$ cat src/rtl/axil_cmd_master.sv
// axil_cmd_master: turns single commands into AXI4-Lite read/write transactions, one outstanding,
// with a per-phase cycle timeout that aborts the transaction and reports SLVERR.
module axil_cmd_master #(
   parameter int ADDR_WIDTH = 32,
   parameter int DATA_WIDTH = 32,
   parameter int TIMEOUT    = 255
) (
   input  logic                    aclk_i,
   input  logic                    arst_i,
   input  logic                    cmd_valid_i,
   output logic                    cmd_ready_o,
   input  logic                    cmd_write_i,
   input  logic [ADDR_WIDTH-1:0]   cmd_addr_i,
   input  logic [DATA_WIDTH-1:0]   cmd_wdata_i,
   input  logic [DATA_WIDTH/8-1:0] cmd_wstrb_i,
   output logic                    rsp_valid_o,
   input  logic                    rsp_ready_i,
   output logic [DATA_WIDTH-1:0]   rsp_rdata_o,
   output logic [1:0]              rsp_resp_o,
   output logic                    rsp_timeout_o,
   output logic [ADDR_WIDTH-1:0]   m_axil_awaddr_o,
   output logic [2:0]              m_axil_awprot_o,
   output logic                    m_axil_awvalid_o,
   input  logic                    m_axil_awready_i,
   output logic [DATA_WIDTH-1:0]   m_axil_wdata_o,
   output logic [DATA_WIDTH/8-1:0] m_axil_wstrb_o,
   output logic                    m_axil_wvalid_o,
   input  logic                    m_axil_wready_i,
   input  logic [1:0]              m_axil_bresp_i,
   input  logic                    m_axil_bvalid_i,
   output logic                    m_axil_bready_o,
   output logic [ADDR_WIDTH-1:0]   m_axil_araddr_o,
   output logic [2:0]              m_axil_arprot_o,
   output logic                    m_axil_arvalid_o,
   input  logic                    m_axil_arready_i,
   input  logic [DATA_WIDTH-1:0]   m_axil_rdata_i,
   input  logic [1:0]              m_axil_rresp_i,
   input  logic                    m_axil_rvalid_i,
   output logic                    m_axil_rready_o
);
   localparam logic [15:0] CNT_LAST = 16'(TIMEOUT - 1);
   typedef enum logic [2:0] {IDLE, WR_REQ, WR_RESP, RD_REQ, RD_RESP, DONE} state_t;
   state_t                    state_q, state_d;
   logic [15:0]               cnt_q, cnt_d;
   logic [ADDR_WIDTH-1:0]     addr_q, addr_d;
   logic [DATA_WIDTH-1:0]     wdata_q, wdata_d;
   logic [DATA_WIDTH/8-1:0]   wstrb_q, wstrb_d;
   logic                      aw_done_q, aw_done_d, w_done_q, w_done_d;
   logic [DATA_WIDTH-1:0]     rdata_q, rdata_d;
   logic [1:0]                resp_q, resp_d;
   logic                      timeout_q, timeout_d;
   logic                      aw_hs, w_hs, expired, abort;

   assign cmd_ready_o      = (state_q == IDLE) && !arst_i;
   assign rsp_valid_o      = state_q == DONE;
   assign rsp_rdata_o      = rdata_q;
   assign rsp_resp_o       = resp_q;
   assign rsp_timeout_o    = timeout_q;
   assign m_axil_awaddr_o  = addr_q;
   assign m_axil_awprot_o  = 3'b000;
   assign m_axil_awvalid_o = (state_q == WR_REQ) && !aw_done_q;
   assign m_axil_wdata_o   = wdata_q;
   assign m_axil_wstrb_o   = wstrb_q;
   assign m_axil_wvalid_o  = (state_q == WR_REQ) && !w_done_q;
   assign m_axil_bready_o  = state_q == WR_RESP;
   assign m_axil_araddr_o  = addr_q;
   assign m_axil_arprot_o  = 3'b000;
   assign m_axil_arvalid_o = state_q == RD_REQ;
   assign m_axil_rready_o  = state_q == RD_RESP;
   assign aw_hs            = m_axil_awvalid_o && m_axil_awready_i;
   assign w_hs             = m_axil_wvalid_o && m_axil_wready_i;
   assign expired          = cnt_q == CNT_LAST;

   always_comb begin
      state_d   = state_q;
      addr_d    = addr_q;
      wdata_d   = wdata_q;
      wstrb_d   = wstrb_q;
      aw_done_d = aw_done_q || aw_hs;
      w_done_d  = w_done_q || w_hs;
      rdata_d   = rdata_q;
      resp_d    = resp_q;
      timeout_d = timeout_q;
      abort     = 1'b0;
      case (state_q)
         IDLE: if (cmd_valid_i) begin
            state_d   = cmd_write_i ? WR_REQ : RD_REQ;
            addr_d    = cmd_addr_i;
            wdata_d   = cmd_wdata_i;
            wstrb_d   = cmd_wstrb_i;
            aw_done_d = 1'b0;
            w_done_d  = 1'b0;
            rdata_d   = '0;
            resp_d    = 2'b00;
            timeout_d = 1'b0;
         end
         WR_REQ: if (aw_done_d && w_done_d) state_d = WR_RESP; else abort = expired;
         WR_RESP: if (m_axil_bvalid_i) begin
            resp_d  = m_axil_bresp_i;
            state_d = DONE;
         end else abort = expired;
         RD_REQ: if (m_axil_arready_i) state_d = RD_RESP; else abort = expired;
         RD_RESP: if (m_axil_rvalid_i) begin
            rdata_d = m_axil_rdata_i;
            resp_d  = m_axil_rresp_i;
            state_d = DONE;
         end else abort = expired;
         DONE: if (rsp_ready_i) state_d = IDLE;
         default: state_d = IDLE;
      endcase
      // a handshake in the expiring cycle has already moved the state, so it beats the timeout
      if (abort) begin
         state_d   = DONE;
         rdata_d   = '0;
         resp_d    = 2'b10;
         timeout_d = 1'b1;
      end
      cnt_d = (state_d != state_q || state_q == IDLE || state_q == DONE) ? 16'd0 : cnt_q + 16'd1;
   end

   always_ff @(posedge aclk_i) begin
      if (arst_i) begin
         state_q   <= IDLE;
         cnt_q     <= 16'd0;
         addr_q    <= '0;
         wdata_q   <= '0;
         wstrb_q   <= '0;
         aw_done_q <= 1'b0;
         w_done_q  <= 1'b0;
         rdata_q   <= '0;
         resp_q    <= 2'b00;
         timeout_q <= 1'b0;
      end else begin
         state_q   <= state_d;
         cnt_q     <= cnt_d;
         addr_q    <= addr_d;
         wdata_q   <= wdata_d;
         wstrb_q   <= wstrb_d;
         aw_done_q <= aw_done_d;
         w_done_q  <= w_done_d;
         rdata_q   <= rdata_d;
         resp_q    <= resp_d;
         timeout_q <= timeout_d;
      end
   end
endmodule
$ cat config.mk
export PLATFORM = sky130hd
export DESIGN_NAME = axil_cmd_master
export DESIGN_NICKNAME = d
export VERILOG_FILES = /design/src/rtl/axil_cmd_master.sv
export SDC_FILE = /design/constraint.sdc
export NUM_CORES = 1
export LEC_CHECK = 0
export CAP_MARGIN = 20
export CORE_ASPECT_RATIO = 0.9
export CORE_MARGIN = 3
export CORE_UTILIZATION = 40
export DETAILED_ROUTE_END_ITERATION = 12
export PLACE_DENSITY = 0.8
export SETUP_SLACK_MARGIN = 0.4
export SYNTH_ARGS = -nofsm -noshare
export SYNTH_HDL_FRONTEND = slang
export SYNTH_SLANG_ARGS = --single-unit
export TNS_END_PERCENT = 20
$ cat constraint.sdc
create_clock -name aclk_i -period 2.3 [get_ports aclk_i]
set_input_delay 0.575 -clock aclk_i [delete_from_list [all_inputs] [get_ports aclk_i]]
set_output_delay 0.575 -clock aclk_i [all_outputs]
set_load 0.02 [all_outputs]
---- Word-level counts from Yosys, hierarchy flattened ----
Cells that the tools add are included.
operators by class
  add/sub/neg operators ................... 1
  equality and inequality tests ........... 13
  mux-type cells .......................... 29
  reduce and logical (&&, ||, !) cells .... 26
operators with widths
  kind                   count
  $mux 32                2
  $pmux 32 s2            1
  $mux 3                 7
  $pmux 3 s6             1
  $add 16x1->16 const B  1
  $eq 16x8->1 const B    1
  $mux 1                 11
  $mux 2                 5
  $reduce_and 4->1       2
  $eq 3x2->1 const B     2
  $eq 3x3->1 const B     2
  $logic_and 1x1->1      6
  $ne 2x2->1 const B     3
  $ne 3x2->1 const B     2
  $pmux 2 s3             1
  $reduce_bool 2->1      3
  $logic_or 1x1->1       4
  $pmux 1 s4             1
  $reduce_and 2->1       2
  $reduce_bool 4->1      1
  $reduce_or 2->1        2
  $eq 3x1->1 const B     1
  $logic_not 1->1        3
  $logic_not 3->1        1
  4 further kinds        4
word-level totals
  register bits after elaboration ......... 124
  input bits .............................. 114
  output and inout bits ................... 148
  logic and storage cells ................. 80

---- Logic depth before layout (Yosys ltp) ----
Gate-level depths: netlist of the first run.
  word-level depth ........................ 12
  gate-level depth with buffers ........... 9
  mapped depth without buffers ............ 7

---- Least setup slack after synthesis of the first run ----
Ideal clock, no wire load.
  path type ............................... input-to-output
  start point ............................. input port arst_i
  end point ............................... output port cmd_ready_o
  arrival ................................. 1.592 ns
  required time ........................... 1.725 ns
  setup slack ............................. 0.133 ns
  cell stages on the path ................. 3
  path buffers ............................ 2
  cells stage by stage .................... clkbuf_1 -> clkbuf_1 -> nor4_1
between the ends
  cells in the longest elaborated chain, start to end .. 2
RTL lines
  element             line  RTL
  start: declaration  9     input logic arst_i,
  $logic_not 1->1     54    assign cmd_ready_o = (state_q == IDLE) && !arst_i;
  $logic_and 1x1->1   54
  end: declaration    11    output logic cmd_ready_o,
No other way between the ends.

---- Final worst setup path of the first run ----
  start point ............................. input port m_axil_bvalid_i
  end point ............................... register cnt_q[1]
between the ends
  cells in the longest elaborated chain, start to end .. 7
  elaborated cells on any way between the ends .. 9
  classes of those cells .................. eq/ne: 1; mux: 5; reduce/logical: 3
RTL lines
  element                                   line  RTL
  start: declaration                        30    input logic m_axil_bvalid_i,
  $mux 3 or $mux 1 (tied branches)          98    WR_RESP: if (m_axil_bvalid_i) begin
  $pmux 3 s6 or $pmux 1 s4 (tied branches)  85    case (state_q)
  $mux 3 *                                  112   if (abort) begin
  $ne 3x3->1 *                              118   cnt_d = (state_d != state_q || state_q == IDLE || state_q == DONE) ? 16'd0 : cnt_q + 16'd1;
  $logic_or 1x1->1 * (2 in series)          118
  $reduce_or 2->1 (no line) *               -
  end signal: assignment                    135   cnt_q <= cnt_d;
  end: declaration                          44    logic [15:0] cnt_q, cnt_d;
Every way passes the cells marked *; elsewhere a longest branch is shown, timed or not.
A chain may end at the register's enable or synchronous reset.

==> results of run 1 <==
-- cells in the final DEF (no fill, tap or decap), types with 5 or more instances in the layout --
| master | n |
|---|---|
| nand3_1 | 45 |
| nor3_1 | 10 |
| dlygate4sd2_1 | 15 |
| clkbuf_16 | 18 |
| xor2_1 | 5 |
| a21oi_1 | 106 |
| conb_1 | 6 |
| clkdlybuf4s50_1 | 232 |
| xnor2_1 | 9 |
| dfxtp_1 | 117 |
| nor4_1 | 9 |
| nand2_1 | 180 |
| buf_4 | 35 |
| nor2_1 | 13 |
| clkinv_2 | 5 |
-- registers in the layout, indices dropped and copies added, names as in the netlist --
| signal | flops |
|---|---|
| aw_done_q | 1 |
| cnt_q | 16 |
| m_axil_araddr_o | 32 |
| m_axil_wdata_o | 32 |
| m_axil_wstrb_o | 4 |
| rsp_rdata_o | 32 |
| rsp_resp_o | 2 |
| rsp_timeout_o | 1 |
| state_q | 3 |
| w_done_q | 1 |
-- worst max-delay path, delay by kind of cell --
family / cells / cell delay (ns)
and+or+nand+nor: 2 / 0.56
buffers and inverters: 2 / 0.65
AOI/OAI and AO/OA: 3 / 0.57
-- repair_timing --
action                                  4_1_cts  5_1_grt
pin swaps                                     2        4
endpoints found under the setup margin      194      179
resized for setup                            61       16
setup buffers                                 5        2
cloned                                        0        1
-- routing by layer --
layer / up-vias / part of all wire (%) / track usage, %
li1: 2613 / - / -
met1: 2445 / 39 / 26.45
met2: 227 / 48 / 38.85
met3: 20 / 11 / 9.738
met4: 0 / 1.6 / 6.792
met5: - / 0 / 0
-- worst max path at each step --
stage | cells after the start | end
final | 7 | cnt_q[1]$_SDFF_PP0_
after global routing | 7 | cnt_q[15]$_SDFF_PP0_
after CTS | 4 | m_axil_bready_o
after detailed placement | 6 | cnt_q[2]$_SDFF_PP0_
after global placement | 6 | cnt_q[2]$_SDFF_PP0_
after floorplan | 3 | cmd_ready_o
-- metrics by stage --
stage / setup WS, ns / util (%)
4_1_cts: 0.2683 / 67.91
5_1_grt: 0.1416 / 68.81
6_report: 0.2380 / 68.81
3_5_place_dp: -0.2185 / 63.08
3_3_place_gp: -0.2056 / 63.08
2_1_floorplan: 0.3635 / -
-- cell type report --
| class | count | area (sq um) |
|---|---|---|
| sequential | 124 | 2499 |
| inverter | 4 | 15.01 |
| clock inverter | 14 | 120.1 |
| multi-input combinational | 441 | 2318 |
| tap | 160 | 200.2 |
| timing repair buffer | 294 | 2882 |
| clock buffer | 18 | 439.2 |
| fill | 1000 | 3841 |
-- power groups by stage --
stage          Clock, mW  Sequential, mW  Combinational, mW
2_1_floorplan          0            2.56              0.727
3_3_place_gp           0            2.43               1.59
3_5_place_dp           0            2.44               1.60
4_1_cts             2.55            2.39               1.61
5_1_grt             2.65            2.41               1.79
6_report            2.50            2.39               1.66
-- kinds of logic (layout without fill, tap and decap cells) --
group / count (synthesis) / count (layout) / share of synthesized area [%]
and+or+nand+nor: 288 / 288 / 25.10
AOI/OAI and AO/OA: 129 / 129 / 14.11
DFF: 124 / 124 / 48.11
buffers and inverters: 86 / 330 / 9.360
xor gates and xnor gates: 14 / 14 / 2.376
adders and majority gates: 2 / 2 / 0.4849
muxes: 2 / 2 / 0.3880
other: 1 / 6 / 0.07268
==> results.yml, run 1 <==
placed_design:
  place_area_sq_mm: 0.007767
  dpl.hpwl_mm: 11.59
  gp_congestion: 0.9112
  dp.cells: 1015
  io_buffers: 255
final_layout:
  area_growth_pct: 64.21
  final_nets: 998
  diodes: 0
  fin_cells: 1055
  final_area_sq_mm: 0.008473
  drive_above_1_share_pct: 12.07
floorplan:
  dieArea_sq_mm: 0.01430
  row_count: 38
  die_height_microns: 113.8
  initial_utilization_pct: 41.90
  fp.coreArea_sq_mm: 0.01231
  die_w_microns: 125.7
  io_pins: 262
logic_synthesis:
  yosysWarnings: 0
  synth_area_sq_mm: 0.005160
  async_reset_ff_share_pct: 0
  syn-instance-count: 646
  synth.most_common_cell: "nand2_1"
  synth_top_area_share_pct: 48.11
  synth_area_leaders: "dfxtp_1 48%, nand2_1 13%, a21oi_1 10%"
  yosys-top-cells-count: "180 x nand2_1, 124 x dfxtp_1, 107 x a21oi_1, 45 x nand3_1, 40 x buf_4"
  synth_area_leader_cell: "dfxtp_1"
  postSynthAreaPerCell_sq_um: 7.988
  ys.flop_type: "dfxtp_1"
  synth-seq-cells: 124
  synth_edf_count: 0
  yosysUniqueCellTypes: 48
  yosysSeqAreaShare_pct: 48.11
global_route:
  grt_pass1_vias: 5047
  grt_first_pass_wirelength_mm: 26.25
  grt_util_all_layers_pct: 22.88
  grt_overflow_total: 0
  antenna_found_initial: 0
  grt_max_degree: 71
sta:
  worst_slew_pin_slew_ns: 0.5257
  timing.hold.ws_ns: 0.4494
  skew_ns: 0.01036
  slew_headroom_pct: 64.95
  setup_viol: 0
  hold_viol: 0
  clock.fmax_ghz: 0.4850
  fin_crit_ns: 2.062
  fin_setup_tns_ns: 0
  rsz0062_at_grt: "yes"
  post-route-period-util_pct: 89.65
  final_max_slew_viol_count: 0
hold_path:
  hold_class: "flip-flop to flip-flop"
  min_delay_path_depth: 2
  hold_end: "rsp_rdata_o[0]$_SDFFE_PP0P_"
  hold_start: "rsp_rdata_o[0]$_SDFFE_PP0P_"
critical_path:
  r2r_slack_ns: 0.24
  start_kind: "input pin"
  regToRegEndpoint: "cnt_q[1]$_SDFF_PP0_"
  cp_max_fo: 8
  slowest_stage: "or3b_2"
  setup.worst_path.start: "m_axil_bvalid_i"
  reg2regPathDepth: 6
  crit-reg2reg-launch: "cnt_q[3]$_SDFF_PP0_"
  critPathKind: "input pin to flip-flop"
  cp_data_arrival_time_ns: 2.35
  end_kind: "flip-flop"
  crit_chain: "clkdlybuf4s50_1 -> or3b_2 -> a21oi_4 -> o21ai_4 -> a22oi_4 -> clkbuf_16 -> nor4_1"
  cp_slowest_stage_delay_ns: 0.51
  crit_required_ns: 2.59
pwr:
  peakVddDrop_uv: 598.5
  finalPower_mw: 6.561
  p_comb_share_pct: 25.4
  leakagePower_nw: 3.140
  power_density_mw_per_mm2: 774.3
  switching_power_mw: 1.989
  switching_share_pct: 30.32
  p_int_mw: 4.572
  clock_power_share_pct: 38.1
  p_seq_share_pct: 36.5
route:
  vias: 5305
  first_pass_iters: 4
  wirelength_mm: 16.73
  routedWlPerCell_microns: 15.86
  drt_iter0_markers: 294
  vias_per_cell: 5.028
  post-route-drc-count: 0
  ant_nets: 0
job:
  cap_violations: 0
clock_network:
  cts_tree: "done"
  clockBufferDepth: 2
  htreeDepth: 4
  clock_latency_ns: 0.40
  clk_pin_slew_ns: 0.06
  cts_sinks: 124
  cts_buffers: 17
  cts_root_buf: "clkbuf_16"
  hold_buffers: 0
outcome:
  status: "finished, final reports clean"
Note: power is estimated with default switching activity, not from simulation.
==> inputs of run 2 (changes only) <==
--- a/config.mk
+++ b/config.mk
@@ -8,9 +8,12 @@
 export CAP_MARGIN = 20
 export CORE_ASPECT_RATIO = 0.9
 export CORE_MARGIN = 3
-export CORE_UTILIZATION = 40
+export CORE_UTILIZATION = 41
+export CTS_BUF_LIST = sky130_fd_sc_hd__clkbuf_4 sky130_fd_sc_hd__clkbuf_8
 export DETAILED_ROUTE_END_ITERATION = 12
-export PLACE_DENSITY = 0.8
+export GPL_TIMING_DRIVEN = 0
+export HOLD_SLACK_MARGIN = 0.03
+export PLACE_DENSITY = 0.82
 export SETUP_SLACK_MARGIN = 0.4
 export SYNTH_ARGS = -nofsm -noshare
 export SYNTH_HDL_FRONTEND = slang
==> run 2 against run 1 <==
- combinational power up 14%
- setup slack worse by 0.13 ns
- clock skew increased by 0.0017 ns
- sequential power hardly changed
- core utilization grew 5.3 points
==> results.yml, run 2 (same netlist as run 1, synthesis figures left out) <==
sta:
  worst_slew_pin_slew_ns: 0.5436
  clock.fmax_ghz: 0.4558
  skew_ns: 0.01209
  slew_headroom_pct: 63.56
  fin_crit_ns: 2.194
  rsz0062_at_grt: "yes"
  post-route-period-util_pct: 95.39
  setup_viol: 0
  hold_viol: 0
  layout_setup_ws_ns: 0.1060
  final_max_slew_viol_count: 0
placed_design:
  dpl.hpwl_mm: 12.60
  pre_cts_slack_ns: -1.060
  place_area_sq_mm: 0.007949
  dp.cells: 1066
  io_buffers: 255
  gp_congestion: 0.8789
critical_path:
  cp.depth: 8
  crit_family: "buffers and inverters"
  cp_max_fo: 10
  critPathKind: "input pin to flip-flop"
  reg2regPathDepth: 9
  cp_slowest_stage_delay_ns: 0.46
  slowest_stage: "clkdlybuf4s50_1"
  r2r_slack_ns: 0.12
  crit_chain: "clkdlybuf4s50_1 -> mux2i_1 -> nand2b_1 -> clkbuf_1 -> nand3b_1 -> a21oi_2 -> buf_6 -> nor3_1"
  regToRegEndpoint: "state_q[2]$_SDFF_PP0_"
  critPathBufInv: 3
  start_kind: "input pin"
  crit_required_ns: 2.62
  crit-reg2reg-launch: "cnt_q[0]$_SDFF_PP0_"
  cp_data_arrival_time_ns: 2.51
  end_kind: "flip-flop"
final_layout:
  drive_above_1_share_pct: 16.25
  diodes: 0
  filler_cell_count: 909
  seqCellArea_sq_mm: 0.002489
  final_nets: 1070
  fin_cells: 1126
  multiInputGateArea_sq_mm: 0.002352
  layout_commonest_cell: "clkdlybuf4s50_1"
  final_cell_mix: "246 x clkdlybuf4s50_1, 178 x nand2_1, 121 x dfxtp_1"
  area_growth_pct: 74.76
  final_area_sq_mm: 0.009017
route:
  routedWlPerCell_microns: 16.43
  vias_per_cell: 5.093
  vias: 5735
  ant_nets: 0
  post-route-drc-count: 0
  wirelength_mm: 18.50
  first_pass_iters: 7
  drt_iter0_markers: 367
floorplan:
  die_w_microns: 124.3
  dieArea_sq_mm: 0.01397
  io_pins: 262
  initial_utilization_pct: 42.39
  die_height_microns: 112.4
  fp.coreArea_sq_mm: 0.01217
  row_count: 38
hold_path:
  min_delay_path_depth: 2
  hold_class: "flip-flop to flip-flop"
  hold_end: "rsp_rdata_o[7]$_SDFFE_PP0P_"
  hold_start: "rsp_rdata_o[7]$_SDFFE_PP0P_"
global_route:
  grt_first_pass_wirelength_mm: 27.69
  grt_overflow_total: 0
  grt_pass1_vias: 5550
  grt_util_all_layers_pct: 24.38
  antenna_found_initial: 0
  grt_max_degree: 17
pwr:
  peakVddDrop_uv: 626.4
  finalPower_mw: 6.725
  power_density_mw_per_mm2: 745.8
  clock_power_share_pct: 36.4
  switching_share_pct: 29.49
  p_int_mw: 4.742
  leakagePower_nw: 3.380
  p_seq_share_pct: 35.5
  switching_power_mw: 1.983
  p_comb_share_pct: 28.2
clock_network:
  clock_latency_ns: 0.43
  htreeDepth: 4
  cts_sinks: 124
  cts_root_buf: "clkbuf_8"
  clockBufferDepth: 2
  cts_tree: "done"
  hold_buffers: 0
  clk_pin_slew_ns: 0.08
  cts_buffers: 17
job:
  cap_violations: 0
outcome:
  status: "finished, final reports clean"
-- run 2: layer usage --
layer | GRT usage, % | vias to the layer above | part of all wire [%]
li1 | - | 2756 | -
met1 | 27.98 | 2655 | 39
met2 | 42.22 | 277 | 50
met3 | 7.469 | 47 | 8.4
met4 | 10.52 | 0 | 3.0
met5 | 0 | - | 0
-- run 2: power by group through the flow --
stage / clock network [mW] / logic (mW) / registers, mW
after CTS: 2.48 / 1.79 / 2.38
final: 2.45 / 1.89 / 2.38
after global routing: 2.57 / 2.02 / 2.40
after floorplan: 0 / 0.727 / 2.56
after global placement: 0 / 1.63 / 2.42
after detailed placement: 0 / 1.64 / 2.43
-- run 2: area by class of cell --
| type | count | share of cell area, % |
|---|---|---|
| plain buffers | 82 | 6.632 |
| clock buffers | 18 | 2.747 |
| clock inverters | 13 | 2.900 |
| inverters | 4 | 0.1665 |
| multi-input cells | 441 | 26.09 |
| flip-flops and latches | 124 | 27.60 |
| well taps | 160 | 2.220 |
| repair buffers | 284 | 31.65 |
-- run 2: per-stage QoR --
stage	hold WS (ns)	TNS (ns)	util, %
global placement	0.4373	-46.16	65.31
finish	0.4474	0	74.09
global route	0.4624	-0.3891	74.09
floorplan	0.4522	0	-
CTS	0.4533	0	72.15
detailed placement	0.4430	-44.70	65.31
-- run 2: worst max-delay path by stage --
stage                                    from                    to
after floorplan                        arst_i           cmd_ready_o
after global placement                 arst_i           cmd_ready_o
after detailed placement               arst_i           cmd_ready_o
after CTS                 cnt_q[3]$_SDFF_PP0_   cnt_q[8]$_SDFF_PP0_
after global routing              cmd_valid_i  cnt_q[12]$_SDFF_PP0_
final                             cmd_valid_i   cnt_q[6]$_SDFF_PP0_
-- run 2: what timing repair did --
action | in CTS | in global routing
pin swaps | 6 | 7
buffers inserted | 17 | 8
setup endpoints to repair | 262 | 209
cloned | 1 | 3
gates resized for setup | 91 | 29
-- run 2: worst min-delay path, cell delays in order, from the launching register on --
cell	delay [ns]
dfxtp_1	0.31
nand2_1	0.05
a21oi_1	0.05
